--- src/rtl/mult_seq_booth.sv ---
`default_nettype none
//==============================================================================
// Module      : mult_seq_booth
// Description : Sequential radix-2 Booth multiplier with start/busy/done
//               handshake. One Booth step per clock on a (WIDTH+1)-bit
//               accumulator; the extra bit lets the same datapath handle
//               signed and unsigned operands. The product is held on Hi/Lo
//               until the next multiply completes or reset is asserted.
//
// Parameters  : WIDTH      operand width in bits (2..64)
//
// Ports       : clk        rising-edge clock
//               reset      asynchronous reset, active low
//               start      request a multiply (accepted in IDLE or DONE)
//               is_signed  1 = two's-complement operands, 0 = unsigned
//               A, B       multiplicand / multiplier, captured on accept
//               busy       high while the Booth iteration runs
//               done       one-cycle pulse, Hi/Lo valid from this cycle
//               Hi, Lo     upper / lower half of the 2*WIDTH-bit product
//               ovf        (MULT_SEQ_OVF_EN only) product does not fit in
//                          WIDTH bits
//
// Options     : `define MULT_SEQ_OVF_EN adds the ovf output.
//
// Revision    : 1.0  initial release
//==============================================================================
module mult_seq_booth #(
   parameter int WIDTH = 32
) (
   input  logic             clk,
   input  logic             reset,
   input  logic             start,
   input  logic             is_signed,
   input  logic [WIDTH-1:0] A,
   input  logic [WIDTH-1:0] B,
   output logic             busy,
   output logic             done,
   output logic [WIDTH-1:0] Hi,
   output logic [WIDTH-1:0] Lo
`ifdef MULT_SEQ_OVF_EN
   ,
   output logic             ovf
`endif
);

   // Counter must hold WIDTH+1 (one step per extended operand bit).
   localparam int                 c_CNT_W    = $clog2(WIDTH + 2);
   localparam logic [c_CNT_W-1:0] c_CNT_LOAD = c_CNT_W'(WIDTH + 1);
   localparam logic [c_CNT_W-1:0] c_CNT_ONE  = c_CNT_W'(1);

   typedef enum logic [1:0] {
      ST_IDLE = 2'd0,
      ST_RUN  = 2'd1,
      ST_DONE = 2'd2
   } state_t;

   state_t             state_q, state_d;
   logic [WIDTH:0]     acc_q,   acc_d;    // Booth accumulator
   logic [WIDTH:0]     q_q,     q_d;      // multiplier, shifts into product low half
   logic               qm1_q,   qm1_d;    // Booth guard bit Q-1
   logic [WIDTH:0]     m_q,     m_d;      // extended multiplicand
   logic [c_CNT_W-1:0] cnt_q,   cnt_d;
   logic [WIDTH-1:0]   hi_q,    hi_d;
   logic [WIDTH-1:0]   lo_q,    lo_d;
`ifdef MULT_SEQ_OVF_EN
   logic               signed_q, signed_d;
   logic               ovf_q,    ovf_d;
`endif

   logic [WIDTH:0]     w_sum;

   always_comb begin
      state_d = state_q;
      acc_d   = acc_q;
      q_d     = q_q;
      qm1_d   = qm1_q;
      m_d     = m_q;
      cnt_d   = cnt_q;
      hi_d    = hi_q;
      lo_d    = lo_q;
      w_sum   = acc_q;
`ifdef MULT_SEQ_OVF_EN
      signed_d = signed_q;
      ovf_d    = ovf_q;
`endif
      busy    = (state_q == ST_RUN);
      done    = (state_q == ST_DONE);

      case (state_q)
         ST_RUN: begin
            case ({q_q[0], qm1_q})
               2'b10:   w_sum = acc_q - m_q;
               2'b01:   w_sum = acc_q + m_q;
               default: w_sum = acc_q;
            endcase
            // Arithmetic right shift of {acc, Q, Q-1}.
            acc_d = {w_sum[WIDTH], w_sum[WIDTH:1]};
            q_d   = {w_sum[0], q_q[WIDTH:1]};
            qm1_d = q_q[0];
            cnt_d = cnt_q - c_CNT_ONE;
            if (cnt_q == c_CNT_ONE) begin
               state_d = ST_DONE;
               // Low 2*WIDTH bits of the (2*WIDTH+2)-bit {acc, Q} result.
               hi_d = {acc_d[WIDTH-2:0], q_d[WIDTH]};
               lo_d = q_d[WIDTH-1:0];
`ifdef MULT_SEQ_OVF_EN
               if (signed_q)
                  ovf_d = (hi_d != {WIDTH{lo_d[WIDTH-1]}});
               else
                  ovf_d = (hi_d != '0);
`endif
            end
         end
         default: begin
            // IDLE and DONE both accept a new request.
            if (start) begin
               state_d = ST_RUN;
               m_d     = {is_signed & A[WIDTH-1], A};
               q_d     = {is_signed & B[WIDTH-1], B};
               acc_d   = '0;
               qm1_d   = 1'b0;
               cnt_d   = c_CNT_LOAD;
`ifdef MULT_SEQ_OVF_EN
               signed_d = is_signed;
`endif
            end else begin
               state_d = ST_IDLE;
            end
         end
      endcase
   end

   always_ff @(posedge clk or negedge reset) begin
      if (!reset) begin
         state_q <= ST_IDLE;
         acc_q   <= '0;
         q_q     <= '0;
         qm1_q   <= 1'b0;
         m_q     <= '0;
         cnt_q   <= '0;
         hi_q    <= '0;
         lo_q    <= '0;
`ifdef MULT_SEQ_OVF_EN
         signed_q <= 1'b0;
         ovf_q    <= 1'b0;
`endif
      end else begin
         state_q <= state_d;
         acc_q   <= acc_d;
         q_q     <= q_d;
         qm1_q   <= qm1_d;
         m_q     <= m_d;
         cnt_q   <= cnt_d;
         hi_q    <= hi_d;
         lo_q    <= lo_d;
`ifdef MULT_SEQ_OVF_EN
         signed_q <= signed_d;
         ovf_q    <= ovf_d;
`endif
      end
   end

   assign Hi = hi_q;
   assign Lo = lo_q;
`ifdef MULT_SEQ_OVF_EN
   assign ovf = ovf_q;
`endif

endmodule
`default_nettype wire

--- config.mk ---
export PLATFORM = sky130hd
export DESIGN_NAME = mult_seq_booth
export DESIGN_NICKNAME = d
export VERILOG_FILES = /design/src/rtl/mult_seq_booth.sv
export SDC_FILE = /design/constraint.sdc
export NUM_CORES = 1
export LEC_CHECK = 0
export BUFFER_PORTS_ARGS = -buffer_cell sky130_fd_sc_hd__clkbuf_2
export CORE_UTILIZATION = 45
export DETAILED_ROUTE_END_ITERATION = 10
export PLACE_DENSITY = 0.72
export SETUP_SLACK_MARGIN = 0.15
export SLEW_MARGIN = 10
export SYNTH_ARGS = -nofsm -noshare
export SYNTH_HDL_FRONTEND = slang
export SYNTH_SLANG_ARGS = --single-unit
--- constraint.sdc ---
create_clock -name clk -period 8.85 [get_ports clk]
set_input_delay 0.4425 -clock clk [delete_from_list [all_inputs] [get_ports clk]]
set_output_delay 0.4425 -clock clk [all_outputs]
set_load 0.05 [all_outputs]
==> out/qor.csv <==
stage,metric,value,unit
worst_hold_path,min-delay-start,A[24],
timing,fin_crit_sh,0.557,
timing,setup-tns-final,0,ps
final_layout,final.fill_count,1937,
worst_setup_path,rr_endpoint,acc_q[31],
status,status,completed,
final_layout,drive_gt1_frac,0.187,
final_layout,antenna_cells,0,
timing,period_needed,4930,ps
grt,grt_max_degree,89,
die,die_area,21600,sq um
synth,yosys-top-cells-count,"nand2_1 (204), dfrtp_1 (171), o21ai_0 (115), a21oi_1 (68), nor2_1 (61)",
synth,synth.area.top_cells,"dfrtp_1 (45%), nand2_1 (8.1%), o21ai_0 (6.1%)",
synth,ys.warnings.count,0,
die,io_pins,134,
synth,synth_top_area_cell,dfrtp_1,
place,gp_congestion,0.902,
final_layout,final_nets,1262,
grt,overflow,0,
grt,grt_usage,0.213,
worst_setup_path,rr_startpoint,m_q[5],
synth,yosysTopAreaCellShare,0.452,
drt,drt_wl_total,22300,um
worst_hold_path,hold_path_end,m_q[24],
synth,synth_edf_count,0,
final_layout,stdcell_count,1440,
timing,tightest_slew,939,ps
synth,synth.most_common_cell,nand2_1,
worst_setup_path,rr_worst_depth,17,
grt,grt_pass1_wl,36800,um
drt,dr.pass1.iters,7,
clocking,cts.sinks,171,
timing,setup-violations-final,0,
timing,max_clock_freq,203,MHz
worst_setup_path,worst-path-max-fanout,8,
timing,final-max-slew-violation-count,0,
die,coreArea,20400,sq um
place,placed_cells,1407,
clocking,cts_buffer_depth,2,
drt,wire_per_inst,15.5,um
timing,relSlewSlack,0.374,
synth,avgSynthCellArea,9.03,sq um
die,rows,52,
clocking,cts_tree,built,
run,cap_violations,0,
die,die_h,147,um
synth,netlist_area,9470,sq um
timing,hold_viol,0,
synth,ys_types,51,
clocking,htree_levels,4,
clocking,numCtsBuffers,17,
timing,clock_skew,8.89,ps
die,fp.dieW,147,um
drt,dr_total_vias,7756,
final_layout,synthToLayoutAreaGrowth,15.7,%
worst_setup_path,r2r_slack,3920,ps
worst_setup_path,start_kind,flop,
synth,yosysSeqAreaShare,0.452,
synth,synth_seq_cells,171,
synth,synthArstFlopShare,1.00,
worst_setup_path,crit_type,reg -> reg,
clocking,clkLatencyLatePin,440,ps
place,io_buffers,133,
synth,syn-num-nets,1153,
worst_hold_path,hold_depth,2,
timing,rsz0062_at_grt,false,
grt,antenna_found_initial,0,
die,start_util,0.463,
drt,drtAntennaViolNets,0,
synth,synth_flop_cell,dfrtp_1,
drt,via_per_inst,5.39,
clocking,cts_resized,0,
clocking,clockRootBuffer,clkbuf_16,
drt,drc_errors,0,
worst_setup_path,crit_path_end_kind,flop,
worst_setup_path,crit_arrival,5310,ps
worst_hold_path,hp-class,in -> reg,
synth,syn_inst,1048,
place,dp_hpwl,15800,um
grt,grt_pass1_vias,7258,
worst_setup_path,worst-endpoint-required,9230,ps
drt,drt_iter0_markers,512,
clocking,clkSlewWorstSetupHoldPaths,80,ps
-- per-layer routing --
| metal | up-vias | track usage | wire length (um) |
|---|---|---|---|
| met5 | - | 0 | 0 |
| met4 | 0 | 0.0758 | 483 |
| met3 | 32 | 0.0317 | 937 |
| met2 | 202 | 0.321 | 9700 |
| met1 | 3623 | 0.312 | 11200 |
| li1 | 3899 | - | - |
-- flip-flops by register name (all words and copies together) (netlist names) --
name and count:
q_q 33, qm1_q 1, acc_q 32, m_q 33, cnt_q 6, state_q 2
Hi 32, Lo 32
-- per-stage QoR --
stage,util,setup slack [ps],hold slack [ps],area [sq um]
6_report,0.536,3920,227,11000
5_1_grt,0.536,3530,222,11000
4_1_cts,0.536,3920,219,11000
3_5_place_dp,0.507,3970,415,10400
3_3_place_gp,0.507,4040,411,10400
2_1_floorplan,-,4460,147,9470
-- cell usage in the layout (no fill, tap or decap), drive strengths merged, types with 8 or more instances in the layout --
master | synthesis | layout
mux2 | 35 | 35
a21oi | 68 | 68
ha | 36 | 36
nor2b | 8 | 8
and3 | 12 | 12
clkinv | 1 | 8
buf | 13 | 11
nor3 | 23 | 23
nand3 | 38 | 38
clkbuf | 41 | 150
a211oi | 8 | 8
dfrtp | 171 | 171
xor2 | 41 | 41
mux2i | 43 | 43
nand2 | 204 | 204
nor2 | 61 | 61
a31oi | 12 | 12
a21o | 18 | 18
o21ai | 115 | 115
xnor2 | 14 | 14
inv | 20 | 27
-- timing repair --
item | 4_1_cts | 5_1_grt
setup buffers | 0 | 0
hold buffers | 1 | 0
endpoints found under the hold margin | 51 | 0
-- how the worst max path moves through the flow --
stage	depth (start not counted)	startpoint	endpoint	slack, ps
6_report	17	m_q[5]	acc_q[31]	3920
4_1_cts	17	m_q[5]	acc_q[31]	3920
3_3_place_gp	17	m_q[5]	acc_q[31]	4040
2_1_floorplan	18	m_q[5]	acc_q[31]	4460
3_5_place_dp	17	m_q[5]	acc_q[31]	3970
5_1_grt	14	m_q[5]	Hi[26]	3530
-- final cells by class --
type	count	area [sq um]	area share
Inverter	21	78.8	0.00720
Tap cell	270	338	0.0308
Clock inverter	14	150	0.0137
Timing Repair Buffer	144	757	0.0691
Multi-Input combinational cell	802	4910	0.448
Clock buffer	18	439	0.0401
Sequential cell	171	4280	0.391
-- kinds of logic after synthesis --
logic type	after synthesis	synth area share
compound gates	250	0.151
xor+xnor	55	0.0517
fa+ha+maj	37	0.0497
buf+inv	75	0.0297
flops	171	0.452
mux	78	0.0871
simple gates	382	0.179
-- critical path: stages, from the launching register on --
cell and delay (ps):
dfrtp_1 420, or4_4 570, or4_1 470, nor4_1 640, and3_1 310, and2b_1 170
a21oi_1 80, xor2_1 160, ha_1 390, a21oi_1 330, nand2_1 80, a21oi_1 150
nor2b_1 90, nor4_1 270, nor2_1 60, and4b_1 190, or4_1 400, nand3_1 90
Power is left out: the tool's default activity adds up to more than one toggle a clock period on the data nets, which glitch-free logic cannot reach.
